## config.mk

```make
export PLATFORM = sky130hd
export DESIGN_NAME = universal_shift_reg
export DESIGN_NICKNAME = d
export VERILOG_FILES = /design/src/rtl/usr_pkg.sv /design/src/rtl/usr_shift_counter.sv /design/src/rtl/universal_shift_reg.sv
export SDC_FILE = /design/constraint.sdc
export NUM_CORES = 1
export LEC_CHECK = 0
export CELL_PAD_IN_SITES_DETAIL_PLACEMENT = 0
export CELL_PAD_IN_SITES_GLOBAL_PLACEMENT = 1
export CORE_ASPECT_RATIO = 0.9
export CORE_MARGIN = 2
export CORE_UTILIZATION = 30
export DETAILED_ROUTE_END_ITERATION = 7
export GPL_TIMING_DRIVEN = 0
export HOLD_SLACK_MARGIN = 0.06
export PLACE_DENSITY_LB_ADDON = 0.1
export SLEW_MARGIN = 20
export SYNTH_ARGS = -nofsm -noshare
export SYNTH_HDL_FRONTEND = slang
export SYNTH_SLANG_ARGS = --single-unit
```

## constraint.sdc

```tcl
create_clock -name clk -period 2.6 [get_ports clk]
set_input_delay 0.52 -clock clk [delete_from_list [all_inputs] [get_ports clk]]
set_output_delay 0.52 -clock clk [all_outputs]
set_load 0.01 [all_outputs]
```

## src/rtl/usr_pkg.sv

```systemverilog
// Shared definitions for the universal shift register.
//
// Contents:
//   usr_mode_t      3-bit operation select type
//   USR_* params    mode encodings
//   usr_is_shift()  true for modes that move data and advance the shift count
//
// Build option: USR_ROTATE_EN -- when defined, ROR/ROL are real operations that
// count as shifts. When undefined, they decode as HOLD.
package usr_pkg;

    typedef logic [2:0] usr_mode_t;

    localparam usr_mode_t USR_HOLD = 3'b000;
    localparam usr_mode_t USR_SHR  = 3'b001;
    localparam usr_mode_t USR_SHL  = 3'b010;
    localparam usr_mode_t USR_LOAD = 3'b011;
    localparam usr_mode_t USR_ROR  = 3'b100;
    localparam usr_mode_t USR_ROL  = 3'b101;

    function automatic logic usr_is_shift(input usr_mode_t mode);
        logic r;
        r = 1'b0;
        case (mode)
            USR_SHR, USR_SHL: r = 1'b1;
`ifdef USR_ROTATE_EN
            USR_ROR, USR_ROL: r = 1'b1;
`endif
            default:          r = 1'b0;
        endcase
        return r;
    endfunction

endpackage

```

## src/rtl/usr_shift_counter.sv

```systemverilog
// Saturating count of shifts since the last load. shift_done is registered
// together with the count, so it is a clean flop output.
//
// Ports:
//   clk         rising-edge clock
//   rst         synchronous reset, active-high
//   en          clock enable; low freezes the count and shift_done
//   clear       restart the count (parallel load)
//   inc         one shift accepted this cycle
//   shift_done  count has reached WIDTH
module usr_shift_counter #(
    parameter int WIDTH = 4
) (
    input  logic clk,
    input  logic rst,
    input  logic en,
    input  logic clear,
    input  logic inc,
    output logic shift_done
);
    import usr_pkg::*;

    localparam int CW = $clog2(WIDTH + 1);
    localparam logic [CW-1:0] CNT_MAX = CW'(WIDTH);

    logic [CW-1:0] cnt;

    always_ff @(posedge clk) begin
        if (rst) begin
            cnt        <= '0;
            shift_done <= 1'b0;
        end else if (en) begin
            if (clear) begin
                cnt        <= '0;
                shift_done <= 1'b0;
            end else if (inc && (cnt != CNT_MAX)) begin
                cnt        <= cnt + 1'b1;
                // Reaching the limit on this increment raises the flag.
                shift_done <= (cnt == CNT_MAX - 1'b1);
            end
        end
    end

endmodule

```

## src/rtl/universal_shift_reg.sv

```systemverilog
// Parametrised universal shift register with hold, parallel load, serial
// shift left/right and optional rotates, plus a shift-done flag that marks a
// fully serialised word since the last load.
//
// Ports:
//   clk, rst    clock and synchronous active-high reset
//   en          clock enable (low = hold regardless of mode)
//   mode        operation select, see usr_pkg
//   din         parallel load data
//   sin_r       serial in at MSB on shift right
//   sin_l       serial in at LSB on shift left
//   q, q_bar    register contents and complement
//   sout_r      q[0]; sout_l: q[WIDTH-1]
//   shift_done  WIDTH shifts have occurred since last load/reset
//
// Build option: USR_ROTATE_EN enables ROR/ROL (codes 100/101); otherwise
// those codes hold.
module universal_shift_reg #(
    parameter int WIDTH = 4
) (
    input  logic             clk,
    input  logic             rst,
    input  logic             en,
    input  logic [2:0]       mode,
    input  logic [WIDTH-1:0] din,
    input  logic             sin_r,
    input  logic             sin_l,
    output logic [WIDTH-1:0] q,
    output logic [WIDTH-1:0] q_bar,
    output logic             sout_r,
    output logic             sout_l,
    output logic             shift_done
);
    import usr_pkg::*;

    usr_mode_t mode_sel;
    logic      cnt_clear;
    logic      cnt_inc;

    assign mode_sel  = usr_mode_t'(mode);
    assign cnt_clear = (mode_sel == USR_LOAD);
    assign cnt_inc   = usr_is_shift(mode_sel);

    always_ff @(posedge clk) begin
        if (rst) begin
            q <= '0;
        end else if (en) begin
            case (mode_sel)
                USR_SHR:  q <= {sin_r, q[WIDTH-1:1]};
                USR_SHL:  q <= {q[WIDTH-2:0], sin_l};
                USR_LOAD: q <= din;
`ifdef USR_ROTATE_EN
                USR_ROR:  q <= {q[0], q[WIDTH-1:1]};
                USR_ROL:  q <= {q[WIDTH-2:0], q[WIDTH-1]};
`endif
                default:  q <= q;
            endcase
        end
    end

    usr_shift_counter #(.WIDTH(WIDTH)) u_cnt (
        .clk        (clk),
        .rst        (rst),
        .en         (en),
        .clear      (cnt_clear),
        .inc        (cnt_inc),
        .shift_done (shift_done)
    );

    assign q_bar  = ~q;
    assign sout_r = q[0];
    assign sout_l = q[WIDTH-1];

endmodule

```

# Word level (Yosys, flattened, before mapping)

Cells that the tools add are included.

$add $sub $neg: 1
Eq/ne operators: 5
Multiplexer cells: 6
Bitwise logic cells: 1
Reductions and logical operators: 6

Operators with widths:

| operator                                            | count |
|---|---|
| case mux 4 bit (3 select lines)                     | 1 |
| equality test 3 x 2 -> 1 bit, second input constant | 3 |
| 2-to-1 mux 3 bit                                    | 2 |
| NOT 4 bit                                           | 1 |
| AND reduction 2 bit                                 | 2 |
| adder 3 x 1 -> 3 bit, second input constant         | 1 |
| equality test 3 x 1 -> 1 bit, second input constant | 1 |
| 2-to-1 mux 1 bit                                    | 3 |
| != test 3 bit, second input constant                | 1 |
| nonzero test 3 bit                                  | 1 |
| nonzero test 2 bit                                  | 1 |
| OR reduction 2 bit                                  | 1 |
| logical AND 1 bit                                   | 1 |

Register bits: 8
Input port bits: 12
Output and inout bits: 11
Logic and storage cells: 22

# Logic depth before layout (Yosys ltp)

Gate-level depths: netlist (run 1).

Word-level depth: 6
Depth in mapped cells: 6
Depth with buffers taken out: 6

# By module

From an unflattened synthesis (run 1), not the netlist that was laid out.

Cells, all modules: 59
Area, all modules: 523.0 um2

By module, submodules not included:

| module              | times used | cells an instance | area each (um2) | sequential area each (um2) |
|---|---|---|---|---|
| universal_shift_reg | 1          | 39                | 306.5           | 80.1 |
| usr_shift_counter   | 1          | 20                | 216.5           | 80.1 |

# Worst setup path after synthesis (run 1)

Ideal clock, no wire load.

Path kind: register -> register
Start point: register u_cnt.cnt[0]
End point: register u_cnt.shift_done
Setup time: 0.129 ns
Data arrival time: 1.138 ns
Required time: 2.471 ns
Path slack: 1.333 ns
Stages on the path, launching flop included: 7
Path buffers: 0
Period minus slack after synthesis: 1.267 ns
Cell sequence: dfxtp_1 > inv_1 > ha_1 > o2bb2ai_2 > a21oi_4 > mux2i_1 > nor2_1

Word-level cells in the longest chain between the ends: 4
Elaborated cells between the ends (all ways): 7
Those cells by class: 2 x eq/ne; 2 x mux; 3 x reduce/logical

Ends and longest elaborated chain:

| element                              | RTL line                | source |
|---|---|---|
| start, declared                      | usr_shift_counter.sv:26 | `logic [CW-1:0] cnt;` |
| start signal, assigned               | usr_shift_counter.sv:37 | `cnt <= cnt + 1'b1;` |
| != test 3 bit                        | usr_shift_counter.sv:36 | `end else if (inc && (cnt != CNT_MAX)) begin` |
| logical AND 1 bit                    | usr_shift_counter.sv:36 |  |
| nonzero test 2 bit (no source line)  | n/a                     |  |
| AND reduction 2 bit (no source line) | n/a                     |  |
| end signal, assigned                 | usr_shift_counter.sv:39 | `shift_done <= (cnt == CNT_MAX - 1'b1);` |
| end, declared                        | usr_shift_counter.sv:19 | `output logic shift_done` |

Parallel ways exist; a longest one is shown, timed or not. The select of a mux whose other input is x is not followed.
A chain may end at the register's enable or synchronous reset.

# Final worst setup path (run 1)

Start point: register q[3]
End point: output port q[3]

RTL lines:

| element                | RTL line                  | source |
|---|---|---|
| start, declared        | universal_shift_reg.sv:28 | `output logic [WIDTH-1:0] q,` |
| start signal, assigned | universal_shift_reg.sv:49 | `USR_SHR: q <= {sin_r, q[WIDTH-1:1]};` |
| start signal, assigned | universal_shift_reg.sv:50 | `USR_SHL: q <= {q[WIDTH-2:0], sin_l};` |
| start signal, assigned | universal_shift_reg.sv:51 | `USR_LOAD: q <= din;` |

No word-level cell between the ends.

==> flow_metrics.env, run 1 <==
export IMPL_worst_pin_slew_ps=466.6
export IMPL_crit_cells=2
export IMPL_peakVddDrop_mv=0.2980
export IMPL_grt_pass1_wl_um=2097
export IMPL_hold_slack_ps=494.3
export IMPL_hold_path_class="register to register"
export IMPL_min_period_over_period=0.6920
export IMPL_cts_sinks=8
export IMPL_slew_headroom=0.6889
export IMPL_postSynthAreaPerCell_um2=8.407
export IMPL_rsz0062_at_grt="false"
export IMPL_synthCells=64
export IMPL_critPathCaptureType="output port"
export IMPL_grt_remaining_overflow=0
export IMPL_antenna_found_initial=0
export IMPL_pre_cts_slack_ps=714.0
export IMPL_cts_clk_slew_worst_paths_ps=60
export IMPL_crit_required_ps=2080
export IMPL_start_util=0.3199
export IMPL_die_h_um=44.18
export IMPL_criticalPathCategory="register to output port"
export IMPL_gp_congestion=0.6932
export IMPL_antenna_left=0
export IMPL_arrival_ps=1280
export IMPL_fin_area_um2=800.8
export IMPL_hpwl_um=960.9
export IMPL_layout_cells_non_filler=112
export IMPL_fin_nets=105
export IMPL_hold_viol=0
export IMPL_synth_nets=79
export IMPL_power_density_nw_per_um2=379.7
export IMPL_outcome="complete, no violations"
export IMPL_min_period_ps=1799
export IMPL_placed_area_um2=778.2
export IMPL_dp_cells=109
export IMPL_cts_root_buf="clkbuf_4"
export IMPL_worst_slack_ps=800.9
export IMPL_skew_ps=8.740
export IMPL_die_w_um=48.64
export IMPL_startpoint="q[3]$_SDFFE_PP0P_"
export IMPL_rows=14
export IMPL_cts_max_level=1
export IMPL_worstPathCellList="buf_4 -> clkdlybuf4s50_1"
export IMPL_report_final_slew_viol_count=0
export IMPL_multi_input_area_um2=310.3
export IMPL_syn2layout_area_growth_pct=48.84
export IMPL_cts_hold_buf=0
export IMPL_ys_seq_area_frac=0.2977
export IMPL_vias_per_cell=4.554
export IMPL_ys_ff_latch=8
export IMPL_wl_per_cell_um=11.21
export IMPL_first_pass_iters=3
export IMPL_finalSetupViolCount=0
export IMPL_fin_util=0.4762
export IMPL_slowest_delay_ps=520
export IMPL_diodes=0
export IMPL_ys_types=23
export IMPL_cp_top_family="buffers and inverters"
export IMPL_clk_insertion_delay_late_ps=250
export IMPL_worstPathMaxFanout=5
export IMPL_yosys_warnings=0
export IMPL_seqCellArea_um2=160.2
export IMPL_cpMaxStageDelayCell="clkdlybuf4s50_1"
export IMPL_dieArea_um2=2149
export IMPL_postCtsSetupRepairBufs=0
export IMPL_p_total_uw=304.1
export IMPL_cap_viol_max_count=0
export IMPL_final_common_cell="clkdlybuf4s50_1"
export IMPL_drc=0
export IMPL_vias=510
export IMPL_drt_iter0_drc=10
export IMPL_netlist_area_um2=538.0
export IMPL_grt_start_max_net_pins=11
export IMPL_cp_buffers_inverters=2
export IMPL_cts_resized=0
export IMPL_layout_drive_gt1_share=0.1477
export IMPL_n_fill_cell=185
export IMPL_io_pins=23
export IMPL_ff2ff_path_depth=6
export IMPL_p_leak_nw=0.2944
export IMPL_grt_pass1_vias=469
export IMPL_layout_common_cells="clkdlybuf4s50_1, inv_1, dfxtp_1"
export IMPL_port_buffers=21
export IMPL_critical_path_startpoint_type="register"
export IMPL_numCtsBuffers=3
export IMPL_routed_wl_um=1255
export IMPL_core_um2=1682
export IMPL_clockBufferDepth=2
export IMPL_grt_use_total=0.1284
export IMPL_r2r_start="u_cnt.cnt[0]$_SDFFE_PP0P_"
export IMPL_setup_tns_ps=0
export IMPL_cts_tree="built"
export IMPL_hold_start="q[0]$_SDFFE_PP0P_"
export IMPL_holdPathStages=2
export IMPL_max_clock_freq_ghz=0.5558
[final cells by class]
class / count / area share
buffer: 5 / 0.04688
sequential: 8 / 0.2000
clock buffer: 3 / 0.02812
timing repair buffer: 21 / 0.2625
inverter: 8 / 0.03750
multi-input combinational: 43 / 0.3875
tap: 24 / 0.03750
[Yosys cell counts, drive strengths merged]
| library cell | count | area share |
|---|---|---|
| nand2b | 1 | 0.026 |
| nor2 | 5 | 0.035 |
| and2 | 1 | 0.012 |
| dfxtp | 8 | 0.30 |
| nand4b | 1 | 0.016 |
| ha | 3 | 0.070 |
| a21oi | 7 | 0.086 |
| nand3 | 2 | 0.019 |
| a221oi | 1 | 0.028 |
| or2 | 1 | 0.016 |
| o2bb2ai | 1 | 0.028 |
| o31ai | 3 | 0.042 |
| and2b | 1 | 0.019 |
| buf | 4 | 0.063 |
| nand2 | 7 | 0.049 |
| inv | 8 | 0.056 |
| a31oi | 1 | 0.012 |
| nand3b | 1 | 0.014 |
| o211ai | 5 | 0.070 |
| clkbuf | 1 | 0.0070 |
| mux2i | 2 | 0.037 |
[power by group]
part           internal, mW  leakage [nW]  total, mW  switching [mW]
sequential            0.127        0.0650      0.131         0.00382
combinational        0.0430         0.216     0.0766          0.0336
clock                0.0529        0.0138     0.0965          0.0436
total                 0.223         0.294      0.304          0.0810
[path summary, 6_finish.rpt]
kind | endpoint | slack (ps)
min reg2reg | q[0]$_SDFFE_PP0P_ | 490
max | q[3] | 800
max reg2reg | u_cnt.shift_done$_SDFFE_PP0P_ | 1210
min | q[0]$_SDFFE_PP0P_ | 490
[worst min-delay path, delay by kind of cell (launching register included)]
kind | cells | cell delay (ps)
simple gates | 1 | 60
flops | 1 | 330
compound gates | 1 | 60
[metal layers]
layer | vias up | GRT usage | part of all wire
met5 | - | 0 | 0
met4 | 0 | 0.01714 | 0.0096
met3 | 2 | 0.05405 | 0.037
met2 | 9 | 0.2082 | 0.45
met1 | 230 | 0.1656 | 0.50
li1 | 269 | - | -
[sequential cells by signal (all words and copies together) (netlist names)]
name / flops
q: 4
u_cnt.shift_done: 1
u_cnt.cnt: 3
[cells by family after synthesis]
group	Yosys count	synth area share
fa+ha+maj	3	0.06977
simple gates	20	0.2047
compound gates	18	0.2651
flops	8	0.2977
buf+inv	13	0.1256
mux	2	0.03721
No activity file was read; power rests on OpenSTA's default activity.
==> run 2: changes to the inputs <==
--- a/config.mk
+++ b/config.mk
@@ -9,7 +9,7 @@
 export CELL_PAD_IN_SITES_GLOBAL_PLACEMENT = 1
 export CORE_ASPECT_RATIO = 0.9
 export CORE_MARGIN = 2
-export CORE_UTILIZATION = 30
+export CORE_UTILIZATION = 28
 export DETAILED_ROUTE_END_ITERATION = 7
 export GPL_TIMING_DRIVEN = 0
 export HOLD_SLACK_MARGIN = 0.06
==> constraint.sdc (replaced) <==
create_clock -name clk -period 1.73 [get_ports clk]
set_input_delay 0.346 -clock clk [delete_from_list [all_inputs] [get_ports clk]]
set_output_delay 0.346 -clock clk [all_outputs]
set_load 0.01 [all_outputs]
==> run 2 against run 1 <==
  * Wire length down 2.6%
  * Hold slack about the same
  * Non-clock buffer count unchanged
  * Die area up 6.5%
  * Register-to-register slack worse by 850 ps
  * Setup slack worse by 700 ps
  * Design area up 0.16%
  * Largest cell class unchanged
==> flow_metrics.env, run 2 (synthesis gave the netlist of run 1 again) <==
export IMPL_start_util=0.2896
export IMPL_grt_use_total=0.1159
export IMPL_hold_viol=0
export IMPL_syn2layout_area_growth_pct=49.07
export IMPL_cap_viol_max_count=0
export IMPL_core_um2=1858
export IMPL_rows=15
export IMPL_cts_max_level=1
export IMPL_cts_root_buf="clkbuf_4"
export IMPL_n_fill_cell=192
export IMPL_worstPathMaxFanout=5
export IMPL_die_w_um=50.21
export IMPL_slowest_delay_ps=520
export IMPL_cpMaxStageDelayCell="clkdlybuf4s50_1"
export IMPL_seqCellArea_um2=160.2
export IMPL_setup_tns_ps=0
export IMPL_p_leak_nw=0.2944
export IMPL_max_clock_freq_ghz=0.6153
export IMPL_finalSetupViolCount=0
export IMPL_numCtsBuffers=3
export IMPL_multi_input_area_um2=310.3
export IMPL_placed_area_um2=779.5
export IMPL_critical_path_startpoint_type="register"
export IMPL_drt_iter0_drc=14
export IMPL_io_pins=23
export IMPL_cts_clk_slew_worst_paths_ps=50
export IMPL_die_h_um=45.59
export IMPL_grt_remaining_overflow=0
export IMPL_hold_slack_ps=493.9
export IMPL_wl_per_cell_um=10.81
export IMPL_top_register="q"
export IMPL_hold_path_class="register to register"
export IMPL_diodes=0
export IMPL_grt_pass1_wl_um=1911
export IMPL_postCtsSetupRepairBufs=0
export IMPL_arrival_ps=1280
export IMPL_skew_ps=1.251
export IMPL_routed_wl_um=1222
export IMPL_cts_sinks=8
export IMPL_reg_largest_list="q x4, u_cnt.cnt x3, u_cnt.shift_done x1"
export IMPL_cp_top_family="buffers and inverters"
export IMPL_outcome="complete, no violations"
export IMPL_grt_start_max_net_pins=11
export IMPL_vias=521
export IMPL_worst_slack_ps=104.9
export IMPL_worst_pin_slew_ps=430.3
export IMPL_clockBufferDepth=2
export IMPL_worstPathCellList="buf_4 -> clkdlybuf4s50_1"
export IMPL_hpwl_um=935.7
export IMPL_largest_reg_flops=4
export IMPL_gp_congestion=0.6851
export IMPL_fin_area_um2=802.0
export IMPL_peakVddDrop_mv=0.4739
export IMPL_crit_required_ps=1380
export IMPL_min_period_over_period=0.9394
export IMPL_dieArea_um2=2289
export IMPL_power_density_nw_per_um2=568.4
export IMPL_drc=0
export IMPL_cp_buffers_inverters=2
export IMPL_report_final_slew_viol_count=0
export IMPL_critPathCaptureType="output port"
export IMPL_port_buffers=21
export IMPL_first_pass_iters=4
export IMPL_fin_util=0.4317
export IMPL_min_period_ps=1625
export IMPL_grt_pass1_vias=425
export IMPL_cts_tree="built"
export IMPL_cts_resized=0
export IMPL_vias_per_cell=4.611
export IMPL_fin_nets=105
export IMPL_criticalPathCategory="register to output port"
export IMPL_cts_hold_buf=0
export IMPL_rsz0062_at_grt="false"
export IMPL_antenna_left=0
export IMPL_layout_common_cells="clkdlybuf4s50_1, inv_1, dfxtp_1"
export IMPL_pre_cts_slack_ps=45.04
export IMPL_slew_headroom=0.7131
export IMPL_layout_drive_gt1_share=0.1477
export IMPL_antenna_found_initial=0
export IMPL_final_common_cell="clkdlybuf4s50_1"
export IMPL_clk_insertion_delay_late_ps=250
## run 2: worst min-delay path, delay by kind of cell, from the launching register on
family,cells,cell delay (ps)
AO/OA/AOI/OAI,1,50
flip-flops,1,330
AND/OR/NAND/NOR,1,60
## run 2: stage by stage
step | instances | power, mW
2_1_floorplan | 64 | 0.2616
3_3_place_gp | 110 | 0.3164
3_5_place_dp | 110 | 0.3160
4_1_cts | 113 | 0.4640
5_1_grt | 113 | 0.4838
6_report | 113 | 0.4559
## run 2: power by group
part / switching, mW / internal, mW / total, mW
registers: 0.00579 / 0.191 / 0.197
logic: 0.0499 / 0.0646 / 0.115
clock network: 0.0650 / 0.0795 / 0.144
total: 0.121 / 0.335 / 0.456
## run 2: path summary, 6_finish.rpt
check,start,end,slack (ps),cells after the start
max,q[3]$_SDFFE_PP0P_,q[3],100,2
min,q[0]$_SDFFE_PP0P_,q[0]$_SDFFE_PP0P_,490,2
max reg2reg,u_cnt.cnt[0]$_SDFFE_PP0P_,u_cnt.shift_done$_SDFFE_PP0P_,360,6
min reg2reg,q[0]$_SDFFE_PP0P_,q[0]$_SDFFE_PP0P_,490,2
## run 2: metal layers
layer,up-vias,share of wire,GRT usage
met5,-,0,0
met4,0,0.0090,0.05000
met3,2,0.083,0.05592
met2,22,0.39,0.1421
met1,229,0.51,0.1660
li1,268,-,-
## run 2: final cells by class
| type | instances | share of cell area |
|---|---|---|
| tap | 25 | 0.03900 |
| clock buffer | 3 | 0.02808 |
| inverter | 8 | 0.03744 |
| timing repair buffer | 21 | 0.2621 |
| sequential | 8 | 0.1997 |
| buffer | 5 | 0.04680 |
| multi-input combinational | 43 | 0.3869 |
==> run 3: changes to the inputs <==
==> constraint.sdc (replaced) <==
create_clock -name clk -period 1.73 [get_ports clk]
set_input_delay 0.346 -clock clk [delete_from_list [all_inputs] [get_ports clk]]
set_output_delay 0.346 -clock clk [all_outputs]
set_load 0.005 [all_outputs]
==> results of run 3 <==
Same layout as run 2 (identical final DEF). Status: complete, no violations.
Main changes from that run: setup slack after layout 104.9 ps -> 140.4 ps; total power 0.4559 mW -> 0.4518 mW
